===== config.mk =====
export PLATFORM = sky130hd
export DESIGN_NAME = midi_note_parser
export DESIGN_NICKNAME = d
export VERILOG_FILES = /design/src/rtl/midi_note_parser.sv
export SDC_FILE = /design/constraint.sdc
export NUM_CORES = 1
export LEC_CHECK = 0
export CAP_MARGIN = 20
export CORE_UTILIZATION = 50
export CTS_CLUSTER_DIAMETER = 150
export CTS_CLUSTER_SIZE = 14
export DETAILED_ROUTE_END_ITERATION = 7
export PLACE_DENSITY_LB_ADDON = 0.1
export SLEW_MARGIN = 25
export SYNTH_ARGS = -nofsm -noshare
export SYNTH_HDL_FRONTEND = slang
export SYNTH_SLANG_ARGS = --single-unit

===== constraint.sdc =====
create_clock -name clk -period 2.4 [get_ports clk]
set_clock_uncertainty 0.1 [all_clocks]
set_input_delay 0.48 -clock clk [delete_from_list [all_inputs] [get_ports clk]]
set_output_delay 0.48 -clock clk [all_outputs]
set_load 0.1 [all_outputs]

===== src/rtl/midi_note_parser.sv =====
// MIDI receive parser: channel-voice decode with running status, real-time passthrough, channel filter.
// Latency: events/strobes registered one cycle after the rx_valid carrying the completing byte.
// Backpressure: none, one byte per rx_valid strobe is always consumed; MIDI_TIMEOUT_EN adds mid-message abort.
module midi_note_parser #(
    parameter logic [3:0]  CHANNEL        = 4'd0,
    parameter bit          OMNI           = 1'b0,
    parameter int unsigned TIMEOUT_CYCLES = 1_000_000
) (
    input  logic       clk,
    input  logic       rst,
    input  logic [7:0] rx_byte,
    input  logic       rx_valid,
    output logic       note_on,
    output logic       note_off,
    output logic [6:0] note,
    output logic [6:0] velocity,
    output logic [3:0] channel,
    output logic       gate,
    output logic [6:0] gate_note,
    output logic       msg_error
);

    typedef enum logic [1:0] {
        IDLE    = 2'd0,
        WAIT_D1 = 2'd1,
        WAIT_D2 = 2'd2,
        SKIP    = 2'd3
    } state_t;

    state_t     state_q, state_d;
    logic [7:0] status_q, status_d;
    logic [6:0] d1_q, d1_d;

    logic byte_sys, byte_status, byte_data;
    logic one_byte_msg, note_msg, chan_ok;
    logic timeout_hit;
    logic ev_note, ev_on, ev_off, ev_err;

    // F8..FF real-time bytes fall through every class below and leave the parser untouched.
    assign byte_sys     = rx_valid && (rx_byte[7:3] == 5'b11110);
    assign byte_status  = rx_valid && rx_byte[7] && (rx_byte[7:4] != 4'hF);
    assign byte_data    = rx_valid && !rx_byte[7];

    assign one_byte_msg = (status_q[7:5] == 3'b110);
    assign note_msg     = (status_q[7:5] == 3'b100);
    assign chan_ok      = OMNI || (status_q[3:0] == CHANNEL);

`ifdef MIDI_TIMEOUT_EN
    localparam int TW = (TIMEOUT_CYCLES < 2) ? 1 : $clog2(TIMEOUT_CYCLES + 1);

    logic [TW-1:0] timer_q;
    logic          pending_q;
    logic          byte_live;
    logic          timer_run;

    assign byte_live   = rx_valid && (rx_byte[7:3] != 5'b11111);
    assign timer_run   = pending_q && !byte_live;
    assign timeout_hit = timer_run && (timer_q == '0);

    // pending marks a partially received message: status seen, or first of two data bytes held.
    always_ff @(posedge clk) begin
        if (rst) begin
            timer_q   <= '0;
            pending_q <= 1'b0;
        end else if (byte_live) begin
            timer_q   <= TW'(TIMEOUT_CYCLES);
            pending_q <= byte_status ||
                         (byte_data && (state_q == WAIT_D1) && !one_byte_msg);
        end else if (timer_run) begin
            if (timer_q == '0) begin
                pending_q <= 1'b0;
            end else begin
                timer_q <= timer_q - 1'b1;
            end
        end
    end
`else
    logic unused_timeout;
    assign unused_timeout = (TIMEOUT_CYCLES != 0);
    assign timeout_hit    = 1'b0;
`endif

    always_ff @(posedge clk) begin
        if (rst) begin
            state_q  <= IDLE;
            status_q <= '0;
            d1_q     <= '0;
        end else begin
            state_q  <= state_d;
            status_q <= status_d;
            d1_q     <= d1_d;
        end
    end

    always_comb begin
        state_d  = state_q;
        status_d = status_q;
        d1_d     = d1_q;
        if (byte_sys) begin
            state_d  = SKIP;
            status_d = '0;
        end else if (byte_status) begin
            state_d  = WAIT_D1;
            status_d = rx_byte;
        end else if (byte_data) begin
            case (state_q)
                WAIT_D1: begin
                    d1_d = rx_byte[6:0];
                    if (!one_byte_msg) begin
                        state_d = WAIT_D2;
                    end
                end
                WAIT_D2: state_d = WAIT_D1;
                default: state_d = state_q;
            endcase
        end else if (timeout_hit) begin
            state_d = WAIT_D1;
        end
    end

    always_comb begin
        ev_note = 1'b0;
        ev_on   = 1'b0;
        ev_off  = 1'b0;
        ev_err  = 1'b0;
        if (byte_data && (state_q == WAIT_D2) && note_msg && chan_ok) begin
            ev_note = 1'b1;
            // Note On with velocity 0 is the conventional Note Off.
            if (status_q[4] && (rx_byte[6:0] != 7'd0)) begin
                ev_on = 1'b1;
            end else begin
                ev_off = 1'b1;
            end
        end
        if ((byte_data && (state_q == IDLE)) || timeout_hit) begin
            ev_err = 1'b1;
        end
    end

    always_ff @(posedge clk) begin
        if (rst) begin
            note_on   <= 1'b0;
            note_off  <= 1'b0;
            msg_error <= 1'b0;
            note      <= '0;
            velocity  <= '0;
            channel   <= '0;
            gate      <= 1'b0;
            gate_note <= '0;
        end else begin
            note_on   <= ev_on;
            note_off  <= ev_off;
            msg_error <= ev_err;
            if (ev_note) begin
                note     <= d1_q;
                velocity <= rx_byte[6:0];
                channel  <= status_q[3:0];
            end
            // Monophonic: a new note steals the gate; only releasing the sounding note closes it.
            if (ev_on) begin
                gate      <= 1'b1;
                gate_note <= d1_q;
            end else if (ev_off && (d1_q == gate_note)) begin
                gate <= 1'b0;
            end
        end
    end

endmodule


Word-level counts from Yosys, hierarchy flattened
Cells that the tools add are included.

cells by class
  add/subtract/negate cells = 0
  multipliers = 0
  div/mod/pow operators = 0
  order comparisons = 0
  equality and inequality tests = 8
  shift-type cells = 0
  multiplexer cells = 13
  bitwise logic cells = 2
  reductions and logical operators = 20

operators with widths
  kind                                                                    number
  1-bit logical AND                                                       10
  1-bit two-way mux                                                       8
  2-bit two-way mux                                                       4
  4-bit != test (second input constant)                                   2
  7-bit equality test                                                     1
  7-bit nonzero test                                                      1
  3-bit equality test (second input constant)                             2
  5-bit equality test (second input constant)                             1
  4-bit zero test                                                         1
  2-bit one-hot mux with 2 select lines                                   1
  4-bit AND reduction                                                     1
  4-bit nonzero test                                                      1
  3-bit AND reduction                                                     1
  3-bit nonzero test                                                      1
  2-bit by 1-bit equality test with 1-bit output (second input constant)  1
  2-bit equality test (second input constant)                             1
  2-bit zero test                                                         1
  1-bit NOT                                                               2
  2-bit nonzero test                                                      1
  2-bit OR reduction                                                      1
  1-bit zero test                                                         1

storage, ports and cells
  register bits after elaboration = 46
  bits in latches = 0
  RAM bits = 0
  ROM bits = 0
  bits of input ports = 11
  output and inout port bits = 29
  memories = 0

Logic depth before layout (Yosys ltp)
  word-level depth = 9
  gate-level depth with buffers = 8
  gate-level depth less buffers = 6

Worst setup path after synthesis
No wires, ideal clock.

  path type = input port to flip-flop
  start point = input rx_byte[2]
  end point = register gate_note[0]
  arrival time = 1.760 ns
  data required time = 2.230 ns
  path slack = 0.470 ns
  cell stages on the path = 5
  buffers on the path = 1
  cell sequence = or4_4 -> o41ai_4 -> buf_6 -> o21ai_1 -> a21oi_2

between the ends
  word-level cells in the longest chain between the ends = 4

ends and longest elaborated chain
  item                    RTL line  source
  start: declaration      11        input logic [7:0] rx_byte,
  7-bit nonzero test      129       if (status_q[4] && (rx_byte[6:0] != 7'd0)) begin
  1-bit logical AND       129
  1-bit two-way mux       129
  1-bit two-way mux       126       if (byte_data && (state_q == WAIT_D2) && note_msg && chan_ok) begin
  end signal: assignment  162       gate_note <= d1_q;
  end: declaration        19        output logic [6:0] gate_note,

No other way between the ends.
A chain may end at the register's enable or synchronous reset.

Worst setup path after layout
  start point = input rx_byte[3]
  end point = register gate_note[1]

The elaborated chain is that of the path after synthesis.

==> metrics.yaml <==
timing:
  fin_ws_ps: 355
  finalHoldViolCount: 0
  slew_headroom_pct: 72.2
  finalSetupTns_ps: 0
  setup_viol: 0
  whs_ps: 367
  slew_violations: 0
  fmax_mhz: 489
  post-route-period-util_pct: 85.2
  worst_slew_pin_slew_ps: 411
  fin_crit_ps: 2050
  rsz0062_at_grt: "no"
finish:
  num_antenna_cells: 0
  layout.nets: 249
  layout-drive-gt1-share_pct: 24.2
  area_delta_synth_final_pct: 29.7
  stdcell_area_um2: 2430
  fillers: 290
clocking:
  post_cts_buffers: 0
  cts_buffers: 5
  insertion_delay_ps: 300
  cts_hold_buffers: 0
  clock-root-buffer: "clkbuf_8"
  tritoncts: "yes"
  cts_resized: 0
  cts_buffer_depth: 2
  cts.clk_slew.worst_paths_ps: 90
  cts.htree.levels: 2
  numClockSinks: 46
routing:
  drc: 0
  drt-wirelength-per-cell_um: 14.0
  viasPerCell: 5.27
  first_iter_violations: 88
  drt-total-wl_um: 3930
  drtAntennaViolNets: 0
  first_pass_iters: 4
  via_count: 1485
setup_path:
  r2r_end: "gate_note[1]$_SDFFE_PP0P_"
  crit_family: "buffers and inverters"
  startpoint_type: "input port"
  startpoint: "rx_byte[3]"
  critPathCapture: "gate_note[1]$_SDFFE_PP0P_"
  worstPathCellList: "clkdlybuf4s50_1, or4_4, o41ai_4, buf_4, or3_1, a21oi_2"
  cp.depth: 6
  critical-path-max-stage-delay_ps: 540
  critPathMaxFanout: 17
  arrival_ps: 2120
  slowest_stage: "or4_4"
  rr_worst_depth: 7
  worst-path-buf-inv: 2
  end_kind: "flip-flop"
  critical_path_class: "in -> reg"
  rrSetupSlack_ps: 370
  crit-reg2reg-launch: "state_q[0]$_SDFFE_PP0P_"
  cp_data_required_time_ps: 2480
place:
  portBuffers: 39
  gp_congestion: 0.743
  place_area_um2: 2290
  pre_cts_ws_ps: 41.6
  dpl.hpwl_um: 2890
job:
  drv_cap: 0
synthesis:
  ys_ff_latch: 46
  ys_top_cells_by_area: "dfxtp_1, mux2i_1, nor2_1, a21oi_2, xnor2_1"
  ys_seq_area_share_pct: 49.2
  synth_flop_cell: "dfxtp_1"
  synth_warnings: 0
  syn_avg_cell_area_um2: 9.90
  ys_types: 31
  synth_nets: 203
  synth_common_cells: "dfxtp_1, nor2_1, mux2i_1, inv_1"
  yosysTopAreaCell: "dfxtp_1"
  synthArstFlopShare_pct: 0
  syn_inst: 189
  syn_area_um2: 1870
  synth.top_cell.area_share_pct: 49.2
  synth_edf_count: 0
  synth.most_common_cell: "dfxtp_1"
worst_hold_path:
  hp-class: "reg -> reg"
floorplan:
  rows: 21
  coreArea_um2: 3470
  boundaryPins: 40
  dieArea_um2: 3990
  die_x_um: 63.2
  die_y_um: 63.2
  start_util_pct: 54.0
global_route:
  grt_pass1_vias: 1470
  grt_usage_pct: 22.6
  grt_max_degree: 33
  antenna_found_initial: 0
  grt_pass1_wl_um: 6880
  overflow: 0
power_and_ir_drop:
  p_per_area_nw_per_um2: 663
  p_leak_nw: 1.09
  vdd_ir_drop_max_mv: 0.517
outcome:
  outcome: "finished clean"
==> layer usage <==
layer / routed length (um) / vias to the layer above / track usage, %
met3: 246 / 9 / 5.80
met2: 1920 / 53 / 38.7
li1: - / 736 / -
met5: 0 / - / 0
met4: 87 / 0 / 11.1
met1: 1680 / 687 / 25.9
==> sequential cells by signal, summed over array words and instances, names as in the netlist <==
| register | flops |
|---|---|
| channel | 4 |
| gate | 1 |
| gate_note | 7 |
| note_on | 1 |
| status_q | 8 |
| velocity | 7 |
| note | 7 |
| note_off | 1 |
| msg_error | 1 |
| state_q | 2 |
| d1_q | 7 |
==> worst register-to-register path, stage by stage, from the launching register on <==
cell	delay (ps)
dfxtp_1	330
inv_1	80
ha_1	200
nor4b_1	360
nand3_1	210
buf_12	230
or3_1	340
a21oi_2	120
==> report_power, final <==
group	switching [mW]	internal, mW	total, mW	leakage (nW)
Sequential	0.0109	0.776	0.787	0.372
Combinational	0.0671	0.0532	0.120	0.645
Clock	0.258	0.444	0.702	0.0714
Total	0.336	1.27	1.61	1.09
==> logic make-up (layout without fill, tap and decap cells) <==
family                     after synthesis  after routing  synth area share, %
xor gates and xnor gates                 7              7                 3.28
and+or+nand+nor                         62             62                 16.7
AOI/OAI and AO/OA                       25             25                 9.96
DFF                                     46             46                 49.2
buffers and inverters                   19             66                 4.41
muxes                                   27             27                 14.4
adders and majority gates                3              3                 2.01
==> through the flow <==
step                      cells  utilization (%)  total power [mW]
after floorplan             189                -             0.873
after global placement      274             65.9             0.920
after detailed placement    274             65.9             0.926
after CTS                   282             70.0              1.62
after global routing        282             70.0              1.67
final                       282             70.0              1.61
==> how the worst min path moves through the flow <==
stage                                   from                  endpoint  slack [ps]  depth (start not counted)
floorplan           status_q[7]$_SDFFE_PP0P_  status_q[7]$_SDFFE_PP0P_         350                          2
global placement     channel[1]$_SDFFE_PP0P_   channel[1]$_SDFFE_PP0P_         340                          1
finish               channel[3]$_SDFFE_PP0P_   channel[3]$_SDFFE_PP0P_         370                          1
CTS                  channel[3]$_SDFFE_PP0P_   channel[3]$_SDFFE_PP0P_         370                          1
detailed placement   channel[0]$_SDFFE_PP0P_   channel[0]$_SDFFE_PP0P_         350                          1
global route         channel[3]$_SDFFE_PP0P_   channel[3]$_SDFFE_PP0P_         390                          1
==> area by class of cell <==
| type | count | area, um^2 | area share [%] |
|---|---|---|---|
| flip-flops and latches | 46 | 921 | 37.9 |
| multi-input cells | 124 | 868 | 35.8 |
| repair buffers | 49 | 405 | 16.7 |
| clock buffers | 6 | 82.6 | 3.40 |
| clock inverters | 2 | 60.1 | 2.47 |
| well taps | 46 | 57.6 | 2.37 |
| inverters | 9 | 33.8 | 1.39 |
==> placed cells by master, fill, tap and decap left out, types with 2 or more instances in the layout <==
cell,synthesis,layout
a21oi_1,5,5
a21oi_2,7,7
a31oi_1,2,2
and2_1,4,4
buf_4,0,38
bufinv_16,0,2
clkbuf_8,0,6
clkdlybuf4s50_1,0,10
dfxtp_1,46,46
ha_1,3,3
inv_1,9,9
mux2i_1,27,27
nand2_1,5,5
nand3_1,6,6
nor2_1,30,30
nor4b_1,2,2
o21ai_1,7,7
or3_1,7,7
xnor2_1,7,7
Power figures use the tool's default switching activity.
